### src/rtl/float_pkg.sv
// -----------------------------------------------------------------------------
// float_pkg
//   Shared definitions for the single-precision post-adder normalizer.
//   - FP_EXP_W / FP_MANT_W : IEEE-754 single field widths (defaults for the
//                            parameterised normalizer)
//   - FP_BIAS              : exponent bias
//   - FP_EXP_INF           : all-ones exponent field (infinity / NaN)
//   - state_t              : normalizer control states
//   - pack(), inf()        : assemble a packed {sign, exp, fraction} word
//   - POS_ZERO             : canonical +0
// -----------------------------------------------------------------------------
package float_pkg;

  localparam int FP_EXP_W  = 8;
  localparam int FP_MANT_W = 23;
  localparam int FP_BIAS   = 127;
  localparam int FP_WORD_W = 1 + FP_EXP_W + FP_MANT_W;

  localparam logic [FP_EXP_W-1:0] FP_EXP_INF = '1;

  typedef logic [FP_WORD_W-1:0] word_t;

  typedef enum logic [1:0] {
    IDLE = 2'd0,
    NORM = 2'd1,
    DONE = 2'd2
  } state_t;

  localparam word_t POS_ZERO = '0;

  // Assemble a packed single from its three fields.
  function automatic word_t pack(input logic                 sign,
                                 input logic [FP_EXP_W-1:0]  exp,
                                 input logic [FP_MANT_W-1:0] frac);
    return {sign, exp, frac};
  endfunction

  // Signed infinity: all-ones exponent, zero fraction.
  function automatic word_t inf(input logic sign);
    return pack(sign, FP_EXP_INF, '0);
  endfunction

endpackage

### src/rtl/float_normalize.sv
// -----------------------------------------------------------------------------
// float_normalize
//   Iterative normalizer that sits after the float_addition mantissa datapath.
//   Takes the raw sum (sign, larger-operand exponent, mantissa with carry and
//   hidden bits), normalizes it one bit per cycle and emits a packed IEEE-754
//   word over a valid/ready handshake.
//
//   Handles, in priority order each NORM cycle:
//     zero result -> +0, carry-out -> right shift (with overflow to infinity),
//     hidden bit set -> pack, exponent floor reached -> denormal (or +0 when
//     FLUSH_DENORM), otherwise shift left one place and decrement exponent.
//
// Ports
//   clk        clock, all state on posedge
//   rst        asynchronous active-high reset, discards any in-flight work
//   in_valid   raw result present
//   in_ready   block can accept (IDLE and not in reset)
//   in_sign    result sign
//   in_exp     exponent of larger-magnitude operand (0 = denormal operand)
//   in_mant    raw mantissa: [MANT_W+1] carry, [MANT_W] hidden, rest fraction
//   out_valid  packed result available (held until out_ready)
//   out_ready  consumer accepts result
//   out_data   packed {sign, exp, fraction}
// -----------------------------------------------------------------------------
module float_normalize
  import float_pkg::*;
#(
  parameter int EXP_W        = FP_EXP_W,
  parameter int MANT_W       = FP_MANT_W,
  parameter bit FLUSH_DENORM = 1'b0
) (
  input  logic                    clk,
  input  logic                    rst,
  input  logic                    in_valid,
  output logic                    in_ready,
  input  logic                    in_sign,
  input  logic [EXP_W-1:0]        in_exp,
  input  logic [MANT_W+1:0]       in_mant,
  output logic                    out_valid,
  input  logic                    out_ready,
  output logic [EXP_W+MANT_W:0]   out_data
);

  localparam int WORD_W = 1 + EXP_W + MANT_W;

  // Working exponent carries one extra bit so the carry increment of the
  // largest finite exponent cannot wrap before the overflow compare.
  localparam logic [EXP_W:0] EXP_ONE = (EXP_W+1)'(1);
  localparam logic [EXP_W:0] EXP_SAT = (EXP_W+1)'((1 << EXP_W) - 1);

  state_t              state_q, state_d;
  logic                sign_q,  sign_d;
  logic [EXP_W:0]      exp_q,   exp_d;
  logic [MANT_W+1:0]   mant_q,  mant_d;
  logic [WORD_W-1:0]   data_q,  data_d;

  logic [EXP_W:0]      exp_inc;

  assign exp_inc   = exp_q + EXP_ONE;
  assign in_ready  = (state_q == IDLE) && !rst;
  assign out_valid = (state_q == DONE);
  assign out_data  = data_q;

  // ---------------------------------------------------------------------------
  // Next-state and datapath logic
  // ---------------------------------------------------------------------------
  always_comb begin
    // NOTE: every signal written here gets a default first, so no path can
    // leave one unassigned and infer a latch.
    state_d = state_q;
    sign_d  = sign_q;
    exp_d   = exp_q;
    mant_d  = mant_q;
    data_d  = data_q;

    unique case (state_q)
      IDLE: begin
        if (in_valid && in_ready) begin
          sign_d  = in_sign;
          // A denormal operand has an effective exponent of 1, not 0.
          exp_d   = (in_exp == '0) ? EXP_ONE : {1'b0, in_exp};
          mant_d  = in_mant;
          state_d = NORM;
        end
      end

      NORM: begin
        if (mant_q == '0) begin
          // Exact cancellation: result is always +0 regardless of sign.
          data_d  = '0;
          state_d = DONE;
        end else if (mant_q[MANT_W+1]) begin
          // Carry out of the adder: one right shift, LSB dropped. After this
          // the hidden bit is set, so the carry path can only fire once.
          if (exp_inc >= EXP_SAT) begin
            data_d = {sign_q, {EXP_W{1'b1}}, {MANT_W{1'b0}}};
          end else begin
            data_d = {sign_q, exp_inc[EXP_W-1:0], mant_q[MANT_W:1]};
          end
          state_d = DONE;
        end else if (mant_q[MANT_W]) begin
          // Normalized. Also covers denormal+denormal growing into exp 1.
          data_d  = {sign_q, exp_q[EXP_W-1:0], mant_q[MANT_W-1:0]};
          state_d = DONE;
        end else if (exp_q == EXP_ONE) begin
          // Exponent floor reached with no hidden bit: denormal result.
          if (FLUSH_DENORM) begin
            data_d = '0;
          end else begin
            data_d = {sign_q, {EXP_W{1'b0}}, mant_q[MANT_W-1:0]};
          end
          state_d = DONE;
        end else begin
          // Cancellation left leading zeros: move one place toward normal.
          mant_d = mant_q << 1;
          exp_d  = exp_q - EXP_ONE;
        end
      end

      DONE: begin
        // Result held until the consumer takes it; new work is only accepted
        // from IDLE, so there is no same-cycle turnaround here.
        if (out_ready) begin
          state_d = IDLE;
        end
      end

      default: begin
        state_d = IDLE;
      end
    endcase
  end

  // ---------------------------------------------------------------------------
  // State registers
  // ---------------------------------------------------------------------------
  // NOTE: sequential state uses non-blocking assignments only, so every
  // register samples the pre-edge values computed above.
  always_ff @(posedge clk or posedge rst) begin
    if (rst) begin
      state_q <= IDLE;
      sign_q  <= 1'b0;
      exp_q   <= '0;
      mant_q  <= '0;
      data_q  <= '0;
    end else begin
      state_q <= state_d;
      sign_q  <= sign_d;
      exp_q   <= exp_d;
      mant_q  <= mant_d;
      data_q  <= data_d;
    end
  end

endmodule

### config.mk
export PLATFORM = sky130hd
export DESIGN_NAME = float_normalize
export DESIGN_NICKNAME = d
export VERILOG_FILES = /design/src/rtl/float_pkg.sv /design/src/rtl/float_normalize.sv
export SDC_FILE = /design/constraint.sdc
export NUM_CORES = 1
export LEC_CHECK = 0
export CORE_MARGIN = 4
export CORE_UTILIZATION = 48
export CTS_BUF_LIST = sky130_fd_sc_hd__clkbuf_4
export CTS_CLUSTER_DIAMETER = 150
export DETAILED_ROUTE_END_ITERATION = 16
export GPL_ROUTABILITY_DRIVEN = 0
export PLACE_DENSITY = 0.74
export SETUP_SLACK_MARGIN = 0.05
export SLEW_MARGIN = 15
export SYNTH_ARGS = -nofsm -noshare
export SYNTH_HDL_FRONTEND = slang
export SYNTH_SLANG_ARGS = --single-unit
### constraint.sdc
create_clock -name clk -period 3 [get_ports clk]
set_input_delay 0.75 -clock clk [delete_from_list [all_inputs] [get_ports clk]]
set_output_delay 0.75 -clock clk [all_outputs]
set_load 0.05 [all_outputs]
Word level (Yosys, flattened, before mapping)
Cells that the tools add are included.
{"block": "word_totals", "register_bits": 69, "out_inout_bits": 34, "word_cells": 59}
{"block": "classes", "add_sub_neg": 2, "n_lt_le_gt_ge": 1, "n_eq_ne": 10, "mux": 25, "reduce_logical": 14}
{"operator": "32-bit 2-to-1 mux", "n": 4}
{"operator": "25-bit 2-to-1 mux", "n": 3}
{"operator": "25-bit one-hot mux with 2 select lines", "n": 1}
{"operator": "24-bit 2-to-1 mux", "n": 2}
{"operator": "9-bit 2-to-1 mux", "n": 5}
{"operator": "31-bit 2-to-1 mux", "n": 1}
{"operator": "25-bit logical NOT", "n": 1}
{"operator": "9-bit one-hot mux with 2 select lines", "n": 1}
{"operator": "2-bit 2-to-1 mux", "n": 6}
{"operator": "9-bit by 1-bit adder with 9-bit output (second input constant)", "n": 1}
{"operator": "9-bit by 1-bit == test with 1-bit output (second input constant)", "n": 1}
{"operator": "9-bit by 8-bit greater-or-equal comparator with 1-bit output (second input constant)", "n": 1}
{"operator": "9-bit by 1-bit subtractor with 9-bit output (second input constant)", "n": 1}
{"operator": "8-bit logical NOT", "n": 1}
{"operator": "8-bit 2-to-1 mux", "n": 1}
{"operator": "2-bit inequality test (second input constant)", "n": 4}
{"operator": "2-bit one-hot mux with 3 select lines", "n": 1}
{"operator": "3-bit AND reduction", "n": 2}
{"operator": "6-bit AND reduction", "n": 1}
{"operator": "5-bit inequality test (second input constant)", "n": 1}
{"operator": "2-bit by 1-bit inequality test with 1-bit output (second input constant)", "n": 2}
{"operator": "2-bit AND reduction", "n": 2}
{"operator": "4-bit AND reduction", "n": 1}
{"operator": "4-bit nonzero test", "n": 1}
{"operator": "6 further kinds", "n": 7}

Longest topological paths before layout
Gate-level depths: netlist of the first run.
{"block": "depth", "word_depth": 6, "ltp_mapped": 10, "depth_no_buf": 9}

Least setup slack after synthesis of the first run
Ideal clock, no wire load.
{"block": "synth_timing", "kind": "in2reg", "startpoint": "input port rst", "endpoint": "register mant_q[18]", "setup_ns": 0.127, "t_arrival_ns": 2.927, "t_required_ns": 2.873, "path_slack_ns": -0.054, "stages": 8, "path_cell_list": "nor3_1 > and2_1 > buf_2 > a21oi_2 > buf_4 > buf_6 > a222oi_1 > inv_1"}
{"block": "synth_via", "elab_chain_len": 5}
{"item": "from (decl)", "line_no": "float_normalize.sv:33", "rtl": "input logic rst,"}
{"item": "1-bit logical NOT (no line)"}
{"item": "1-bit logical AND", "line_no": "float_normalize.sv:60", "rtl": "assign in_ready = (state_q == IDLE) && !rst;"}
{"item": "1-bit logical AND", "line_no": "float_normalize.sv:78", "rtl": "if (in_valid && in_ready) begin"}
{"item": "2-bit by 1-bit inequality test with 1-bit output (no line)"}
{"item": "6-bit AND reduction (no line)"}
{"item": "to (signal assigned)", "line_no": "float_normalize.sv:150", "rtl": "mant_q <= mant_d;"}
{"item": "to (decl)", "line_no": "float_normalize.sv:54", "rtl": "logic [MANT_W+1:0] mant_q, mant_d;"}
Every way passes these cells.
A chain may end at the register's enable or synchronous reset.

Final worst setup path of the first run
{"block": "layout_timing", "startpoint": "register exp_q[0]", "endpoint": "register data_q[18], in the netlist out_data[18]"}
{"block": "layout_via", "elab_chain_len": 5, "elab_cells_between_ends": 8}
{"item": "from (decl)", "line_no": "float_normalize.sv:53", "rtl": "logic [EXP_W:0] exp_q, exp_d;"}
{"item": "from (signal assigned)", "line_no": "float_normalize.sv:149", "rtl": "exp_q <= exp_d;"}
{"item": "9-bit by 1-bit adder with 9-bit output", "line_no": "float_normalize.sv:59", "rtl": "assign exp_inc = exp_q + EXP_ONE;"}
{"item": "9-bit by 8-bit greater-or-equal comparator with 1-bit output", "line_no": "float_normalize.sv:95", "rtl": "if (exp_inc >= EXP_SAT) begin"}
{"item": "31-bit 2-to-1 mux", "line_no": "float_normalize.sv:95"}
{"item": "32-bit 2-to-1 mux", "line_no": "float_normalize.sv:92", "rtl": "end else if (mant_q[MANT_W+1]) begin"}
{"item": "32-bit 2-to-1 mux", "line_no": "float_normalize.sv:88", "rtl": "if (mant_q == '0) begin"}
{"item": "to (signal assigned)", "line_no": "float_normalize.sv:151", "rtl": "data_q <= data_d;"}
{"item": "to (decl)", "line_no": "float_normalize.sv:55", "rtl": "logic [WORD_W-1:0] data_q, data_d;"}
Several ways; a longest one is shown, not always the timed one.

==> impl_metrics.toml, run 1 <==
[setup_path]
end_kind = "flop"
crit_chain = "ha_1 -> or2b_1 -> o22a_1 -> or4_1 -> and3_2 -> a21o_2"
critPathTopFamily = "simple AND/OR/NAND/NOR gates"
critical_path.max_stage_delay_ns = 0.58
critPathBufInv = 0
path_class = "reg -> reg"
cp-start-kind = "flop"
crit_path_top_delay_cell = "dfrtp_1"
crit_required_ns = 3.33
arrival_ns = 2.96
path_max_fanout = 23

[power]
p_per_area_nw_per_um2 = 1120
clkPwrFrac = 0.123
p_sw_frac = 0.473
pwr-share-seq = 0.366
peakVddDrop_v = 0.000594
p_int_mw = 2.66
power.leakage_nw = 2.11
p_comb_frac = 0.510
switchingPower_mw = 2.38

[synthesis]
synthFlopType = "dfrtp_1"
ys_types = 59
yosys_warnings = 0
syn_nets = 389
yosysSeqAreaShare = 0.476
syn_inst = 347
async_reset_ff_frac = 1.00
synth_edf_count = 0
syn_area_sq_um = 3630
syn_area_per_cell_sq_um = 10.4
ys_seq_elements = 69

[global_routing]
antenna_found_initial = 0
overflow = 0
grt_pass1_wl_mm = 14.7
grt_usage = 0.210
grt_pass1_vias = 2863
grt_max_degree = 45

[drt]
drcViolationCount = 0
routedWlPerCell_microns = 17.9
via_per_inst = 6.00
antenna_left = 0
routed_wl_mm = 9.21
drt_iter0_drc = 386
dr.pass1.iters = 7
vias = 3086

[place]
dp_cells = 498
postPlaceCellArea_sq_um = 4340
dp_slack_ns = 0.203
port_buffers = 71
dp_hpwl_mm = 6.35

[floorplan]
start_util = 0.497
io_pins = 72
dieArea_sq_um = 9010
num_rows = 31
die_w_microns = 94.9
core_sq_um = 7290
chipHeight_microns = 94.9

[sta]
fin_crit_sh = 0.875
slew_headroom = 0.607
setup_slack_ns = 0.376
clock_skew_ns = 0.0175
final-setup-viol-count = 0
grt_setup_unrepaired = "false"
max_freq_mhz = 381
slew_violations = 0
finalSetupTns_ns = 0
period_needed_ns = 2.62
tightest_slew_ns = 0.589
hold_ws_ns = 0.495
hold_violations = 0

[layout]
nNetsFinal = 452
num-fill-cells = 651
final_cells = 514
areaGrowthSynthToFinish_pct = 23.6
final_cell_mix = "dfrtp_1 (69), clkdlybuf4s50_1 (69), nand2_1 (32)"
drive_gt1_frac = 0.152
final_area_sq_um = 4480
antennaDiodeCount = 0

[cts]
cts_tree = "yes"
clockRootBuffer = "clkbuf_4"
path_clk_slew_ns = 0.13
numCtsBuffers = 9
clk_path_buf_depth = 2
clkLatencyLatePin_ns = 0.43
cts.sinks = 69
htreeDepth = 3

[outcome]
outcome = "finished clean"

[worst_hold_path]
hp-class = "reg -> reg"

[run]
cap_violations = 0
-- routing by layer --
layer | vias up | track usage | share of wire
met5 | - | 0 | 0
met4 | 0 | 0.0781 | 0.018
met3 | 13 | 0.0319 | 0.069
met2 | 142 | 0.311 | 0.47
met1 | 1508 | 0.313 | 0.45
li1 | 1423 | - | -
-- worst reg2reg max path, stage by stage, from the launching register on --
cell	delay (ns)
dfrtp_1	0.58
ha_1	0.29
or2b_1	0.26
o22a_1	0.21
or4_1	0.53
and3_2	0.39
a21o_2	0.28
-- worst paths after layout --
path                                          start                  endpoint  slack, ns  cells past startpoint
setup reg to reg               exp_q[0]$_DFFE_PP0P_  out_data[18]$_DFFE_PP0P_       0.38                      6
min in group asynchronous                       rst    state_q[1]$_DFFE_PP0P_       0.77                      2
hold reg to reg            out_data[26]$_DFFE_PP0P_  out_data[26]$_DFFE_PP0P_       0.50                      2
max in group asynchronous                       rst    mant_q[13]$_DFFE_PP0P_       1.60                      3
setup / recovery               exp_q[0]$_DFFE_PP0P_  out_data[18]$_DFFE_PP0P_       0.38                      6
hold / removal             out_data[26]$_DFFE_PP0P_  out_data[26]$_DFFE_PP0P_       0.50                      2
-- power by group through the flow --
stage | registers [mW] | clock network, mW | logic, mW
6_report | 1.85 | 0.622 | 2.57
5_1_grt | 1.92 | 0.669 | 2.77
4_1_cts | 1.83 | 0.629 | 2.57
3_5_place_dp | 1.86 | 0 | 2.56
3_3_place_gp | 1.84 | 0 | 2.52
2_1_floorplan | 2.26 | 0 | 1.46
-- flip-flops by register name, indices dropped and copies added, names as in the netlist --
| name | flops |
|---|---|
| out_data | 32 |
| mant_q | 25 |
| exp_q | 9 |
| state_q | 2 |
| sign_q | 1 |
-- cell families after synthesis --
family | after synthesis | synth area share
AO/OA/AOI/OAI | 121 | 0.264
AND/OR/NAND/NOR | 91 | 0.140
flip-flops | 69 | 0.476
buffers and inverters | 56 | 0.0918
XOR/XNOR | 6 | 0.0145
adder cells (fa/ha/maj) | 4 | 0.0138
-- layout make-up --
type | instances | area (sq um) | area share
flip-flops and latches | 69 | 1730 | 0.385
multi-input cells | 222 | 1570 | 0.351
repair buffers | 79 | 808 | 0.180
well taps | 99 | 124 | 0.0276
inverters | 29 | 109 | 0.0243
clock inverters | 7 | 73.8 | 0.0165
clock buffers | 9 | 67.6 | 0.0151
-- per-stage QoR --
stage	util	total power, mW
final	0.615	5.04
after global routing	0.615	5.35
after CTS	0.614	5.04
after detailed placement	0.595	4.42
after global placement	0.595	4.35
after floorplan	-	3.72
-- cells in the mapped netlist (3+ instances only) --
cell type  count  area share
clkbuf_8       3       0.011
a21o_1        21       0.043
o31a_1         3      0.0072
nand3_1        7      0.0097
a22o_1         7       0.017
nor4_1         7       0.012
ha_1           4       0.014
nand2_1       32       0.033
a21oi_1       17       0.023
buf_2          4      0.0055
inv_1         27       0.028
o32ai_1        3      0.0072
clkbuf_1       7      0.0072
buf_6          4       0.012
a21o_2         3      0.0072
a222oi_1      22       0.061
nor2_1        15       0.016
buf_4          5       0.010
nor3_1         4      0.0055
o21ai_0       15       0.021
a22o_2        19       0.052
dfrtp_1       69        0.48
xor2_1         4      0.0097
-- timing repair --
item,4_1_cts,5_1_grt
hold buffers,0,0
resized for setup,0,2
hold endpoints to repair,0,0
buffers inserted,0,0
endpoints found under the setup margin,0,24
No activity file was read; power rests on OpenSTA's default activity.
==> inputs of run 2 (changes only) <==
--- a/config.mk
+++ b/config.mk
@@ -6,4 +6,5 @@
 export NUM_CORES = 1
 export LEC_CHECK = 0
+export ABC_AREA = 1
 export CORE_MARGIN = 4
 export CORE_UTILIZATION = 48
@@ -11,6 +12,7 @@
 export CTS_CLUSTER_DIAMETER = 150
 export DETAILED_ROUTE_END_ITERATION = 16
+export DONT_BUFFER_PORTS = 1
 export GPL_ROUTABILITY_DRIVEN = 0
-export PLACE_DENSITY = 0.74
+export PLACE_DENSITY = 0.62
 export SETUP_SLACK_MARGIN = 0.05
 export SLEW_MARGIN = 15
==> constraint.sdc (replaced) <==
create_clock -name clk -period 3 [get_ports clk]
set_input_delay 0.75 -clock clk [delete_from_list [all_inputs] [get_ports clk]]
set_output_delay 0.75 -clock clk [all_outputs]
set_load 0.1 [all_outputs]
==> run 2 against run 1 <==
Against the previous run: setup slack better by 0.073 ns; critical path type unchanged; first-iteration DRC count is 51% lower; routed wire length is 12% higher.
==> impl_metrics.toml, run 2 <==
[cts]
clkLatencyLatePin_ns = 0.42
post_cts_buffers = 0
clockRootBuffer = "clkbuf_4"
cts.sinks = 69
path_clk_slew_ns = 0.11
htreeDepth = 3
cts_tree = "yes"
clk_path_buf_depth = 2
cts_resized = 0
cts_hold_buf = 0
numCtsBuffers = 9

[synthesis]
syn_area_per_cell_sq_um = 7.21
async_reset_ff_frac = 1.00
ys_types = 30
yosys-top-cells-count = "nand2_1 (208), dfrtp_1 (69), nor2_1 (65)"
synth_fa_ha_area_frac = 0.0117
synthSimpleGateAreaFrac = 0.375
synthFlopType = "dfrtp_1"
synth_compound_area_frac = 0.0969
syn_nets = 635
synth_top_area_cell = "dfrtp_1"
syn_area_sq_um = 4270
synth_mux_area_frac = 0.00264
yosys_warnings = 0
syn_inst = 593
yosysSeqAreaShare = 0.404
synth_top_area_share = 0.404
synth_xor_area_frac = 0.00586
synth_top_family_by_area = "simple AND/OR/NAND/NOR gates"
synthTopCellsByArea = "dfrtp_1 (40%), nand2_1 (18%), nor2_1 (5.7%)"
synth_most_common_cell = "nand2_1"
ys_seq_elements = 69
synth_edf_count = 0

[global_routing]
grt_max_degree = 70
grt_pass1_wl_mm = 16.7
grt_usage = 0.205
grt_pass1_vias = 3308
antenna_found_initial = 0
overflow = 0

[worst_hold_path]
hp-class = "in -> reg"
hp-start = "out_ready"

[run]
cap_violations = 0

[setup_path]
path_max_fanout = 30
critical_path.max_stage_delay_ns = 0.63
critPathTopFamily = "simple AND/OR/NAND/NOR gates"
path_class = "reg -> reg"
crit_chain = "inv_1 -> ha_1 -> a21oi_1 -> nor2_1 -> nand2_1 -> nor2_2 -> nand3_2 -> nand3_1 -> nand2_1 -> nand2_1 -> nand2_1"
crit_path_top_delay_cell = "nand3_2"
crit_required_ns = 3.31
r2r-start = "exp_q[0]$_DFFE_PP0P_"
cp-start-kind = "flop"
arrival_ns = 2.86
end_kind = "flop"
critPathLaunch = "exp_q[0]$_DFFE_PP0P_"
critPathBufInv = 1
worst_path_most_repeated_cell = "nand2_1"

[drt]
drt_iter0_drc = 188
dr.pass1.iters = 5
vias = 3682
via_per_inst = 5.32
routed_wl_mm = 10.3
drcViolationCount = 0
antenna_left = 0
routedWlPerCell_microns = 14.9

[sta]
max_freq_mhz = 392
tightest_slew_ns = 0.939
hold_violations = 0
finalSetupTns_ns = 0
final-setup-viol-count = 0
slew_headroom = 0.374
clock_skew_ns = 0.0128
period_needed_ns = 2.55
fin_crit_sh = 0.850
grt_setup_unrepaired = "false"
slew_violations = 0

[layout]
seqCellArea_sq_um = 1730
areaGrowthSynthToFinish_pct = 3.31
nNetsFinal = 622
largest_register_ffs = 32
antennaDiodeCount = 0
layout_commonest_cell = "nand2_1"
drive_gt1_frac = 0.144
multi_input_area_sq_um = 2130
final_cell_mix = "nand2_1 (207), dfrtp_1 (69), nor2_1 (64)"
num-fill-cells = 877

[place]
port_buffers = 0
dp_hpwl_mm = 7.13

[floorplan]
core_sq_um = 8680
io_pins = 72
dieArea_sq_um = 10500
start_util = 0.492
chipHeight_microns = 102
num_rows = 34
die_w_microns = 102

[outcome]
outcome = "finished clean"
run 2: cell types whose count changed in the layout (fill, tap and decap cells not counted), moves of 21 or more:
cell,before,now
nand2_1,32,207
clkdlybuf4s50_1,69,0
nor2_1,15,64
o21ai_1,1,42
a222oi_1,22,0
nand3_2,1,23
a21o_1,21,0
run 2: layout make-up:
type,count,area share
Clock buffer,10,0.0170
Clock inverter,5,0.0173
Inverter,48,0.0408
Multi-Input combinational cell,443,0.482
Sequential cell,69,0.391
Tap cell,108,0.0306
Timing Repair Buffer,9,0.0210
run 2: worst reg2reg max path, delay by kind of cell, from the launching register on:
kind	cells	cell delay [ns]
AND/OR/NAND/NOR	8	1.35
adder cells (fa/ha/maj)	1	0.35
buffers and inverters	1	0.17
AO/OA/AOI/OAI	1	0.07
flip-flops	1	0.51
run 2: worst paths after layout:
check,end,slack (ns),depth (start not counted)
max in group asynchronous,mant_q[6]$_DFFE_PP0P_,1.96,2
hold / removal,state_q[1]$_DFFE_PP0P_,0.42,1
hold reg to reg,sign_q$_DFFE_PP0P_,0.53,1
setup reg to reg,out_data[21]$_DFFE_PP0P_,0.45,11
setup / recovery,out_data[21]$_DFFE_PP0P_,0.45,11
min in group asynchronous,sign_q$_DFFE_PP0P_,0.48,2
run 2: stage by stage:
| stage | area, sq um | utilization | worst slack (ns) | cells | hold slack [ns] |
|---|---|---|---|---|---|
| after floorplan | 4280 | - | 0.510 | 593 | 0.480 |
| after global placement | 4260 | 0.491 | 0.569 | 677 | 0.490 |
| after detailed placement | 4260 | 0.491 | 0.502 | 677 | 0.506 |
| after CTS | 4410 | 0.509 | 0.468 | 692 | 0.398 |
| after global routing | 4410 | 0.509 | 0.227 | 692 | 0.397 |
| final | 4410 | 0.509 | 0.449 | 692 | 0.420 |
run 2: kinds of logic (layout without fill, tap and decap cells):
family          after synthesis  after routing
fa+ha+maj                     4              4
xor+xnor                      2              2
flops                        69             69
simple gates                354            354
mux                           1              1
compound gates               82             82
buf+inv                      81             72
run 2: metal layers:
metal | share of wire | vias up | GRT usage | wire (microns)
met3 | 0.067 | 12 | 0.0457 | 685
met1 | 0.53 | 1690 | 0.336 | 5450
met2 | 0.39 | 117 | 0.258 | 3980
li1 | - | 1863 | - | -
met5 | 0 | - | 0 | 0
met4 | 0.016 | 0 | 0.0686 | 161
Power of run 2 is left out: the tool's default activity adds up to more than one toggle a clock period on the data nets, which glitch-free logic cannot reach.
==> inputs of run 3 (changes only) <==
clock period = 2.51 ns   (was 3 ns; I/O delays follow)
==> run 3 against run 2 <==
Against the previous run: cell area is 5.3% higher; via count is 1.9% higher; clock skew is 0.0049 ns higher; sequential cell count stayed put; routed wire length is 1.8% higher; global-route usage is 0.59 points higher; sequential share of layout area is 1.9 points lower; highest routed layer unchanged.
==> impl_metrics.toml, run 3 (synthesized netlist as in run 2, its figures left out) <==
[floorplan]
die_w_microns = 102
chipHeight_microns = 102
core_sq_um = 8680
io_pins = 72
start_util = 0.492
dieArea_sq_um = 10500
num_rows = 34

[setup_path]
crit_required_ns = 2.82
end_kind = "flop"
arrival_ns = 2.53
path_class = "reg -> reg"
path_max_fanout = 20
cp-start-kind = "flop"

[drt]
met1_length_mm = 5.43
dr.pass1.iters = 4
vias = 3753
antenna_left = 0
routed-wl-met2_mm = 4.24
via_per_inst = 5.17
drcViolationCount = 0
routedWlPerCell_microns = 14.4
drt_iter0_drc = 284
dr_wl_met3_microns = 622
routed_wl_mm = 10.5
routed.top_layer = "met4"

[global_routing]
grt_max_degree = 65
grt_usage = 0.211
grt_pass1_vias = 3534
overflow = 0
antenna_found_initial = 0
grt_pass1_wl_mm = 17.5

[place]
port_buffers = 0
dp_hpwl_mm = 7.42

[sta]
finalSetupTns_ns = 0
slew_violations = 0
tightest_slew_ns = 0.665
fin_crit_sh = 0.886
hold_violations = 0
grt_setup_unrepaired = "false"
period_needed_ns = 2.22
max_freq_mhz = 450
slew_headroom = 0.556
final-setup-viol-count = 0
clock_skew_ns = 0.0177

[cts]
clk_path_buf_depth = 2
path_clk_slew_ns = 0.13
htreeDepth = 3
clockRootBuffer = "clkbuf_4"
cts.sinks = 69
cts_tree = "yes"
clkLatencyLatePin_ns = 0.42
numCtsBuffers = 9
post_cts_buffers = 0

[layout]
drive_gt1_frac = 0.193
largest_register_ffs = 32
areaGrowthSynthToFinish_pct = 8.76
antennaDiodeCount = 0
final_cell_mix = "nand2_1 (207), dfrtp_1 (68), nor2_1 (64)"
nNetsFinal = 655
layout_commonest_cell = "nand2_1"
num-fill-cells = 896

[outcome]
outcome = "finished clean"

[run]
cap_violations = 0

[worst_hold_path]
hp-class = "in -> async"
run 3: cell count changes in the layout (fill, tap and decap cells not counted):
cell and change:
buf_12 +2, buf_4 +31, bufinv_16 -2, clkbuf_4 -1
clkinv_2 +2, clkinv_4 +1, clkinvlp_4 +1, dfrtp_1 -1
dfrtp_2 +1
run 3: repair_timing:
| item | CTS | global route |
|---|---|---|
| endpoints found under the setup margin | 0 | 10 |
| gates resized for setup | 0 | 1 |
| hold buffers | 0 | 0 |
run 3: metal layers:
| layer | GRT usage | vias up |
|---|---|---|
| met3 | 0.0369 | 17 |
| li1 | - | 1922 |
| met4 | 0.0686 | 0 |
| met1 | 0.338 | 1701 |
| met2 | 0.283 | 113 |
| met5 | 0 | - |
run 3: critical path: stages (launching register included):
cell and delay (ns):
dfrtp_1 0.49, inv_1 0.15, ha_1 0.35, a21oi_1 0.08
nor2_1 0.09, nand2_1 0.06, nor2_2 0.09, nand3_2 0.21
buf_4 0.31, nand3_2 0.09, nand2_1 0.04, nand2_1 0.10
nand2_1 0.06
run 3: final timing paths:
check	startpoint	end	slack (ns)	depth (start not counted)
setup / recovery	exp_q[1]$_DFFE_PP0P_	out_data[16]$_DFFE_PP0P_	0.29	12
hold / removal	rst	sign_q$_DFFE_PP0P_	0.10	1
setup reg to reg	exp_q[1]$_DFFE_PP0P_	out_data[16]$_DFFE_PP0P_	0.29	12
hold reg to reg	out_data[3]$_DFFE_PP0P_	out_data[3]$_DFFE_PP0P_	0.50	2
max in group asynchronous	rst	out_data[20]$_DFFE_PP0P_	1.74	2
min in group clk	out_ready	state_q[1]$_DFFE_PP0P_	0.28	1
run 3: per-stage QoR:
| step | hold WS, ns | std cells | cell area (sq um) | setup slack, ns | utilization |
|---|---|---|---|---|---|
| detailed placement | 0.474 | 710 | 4540 | 0.246 | 0.523 |
| finish | 0.104 | 726 | 4650 | 0.287 | 0.535 |
| global placement | 0.470 | 710 | 4540 | 0.363 | 0.523 |
| floorplan | 0.480 | 593 | 4280 | 0.143 | - |
| CTS | 0.111 | 726 | 4650 | 0.224 | 0.535 |
| global route | 0.128 | 726 | 4650 | 0.0723 | 0.535 |
run 3: final cells by class:
class	count	area [sq um]	share of cell area
Clock buffer	9	67.6	0.0145
Clock inverter	7	42.5	0.00915
Inverter	48	180	0.0388
Multi-Input combinational cell	443	2130	0.458
Sequential cell	69	1730	0.372
Tap cell	108	135	0.0291
Timing Repair Buffer	42	365	0.0786
Power of run 3 is left out for the same reason.
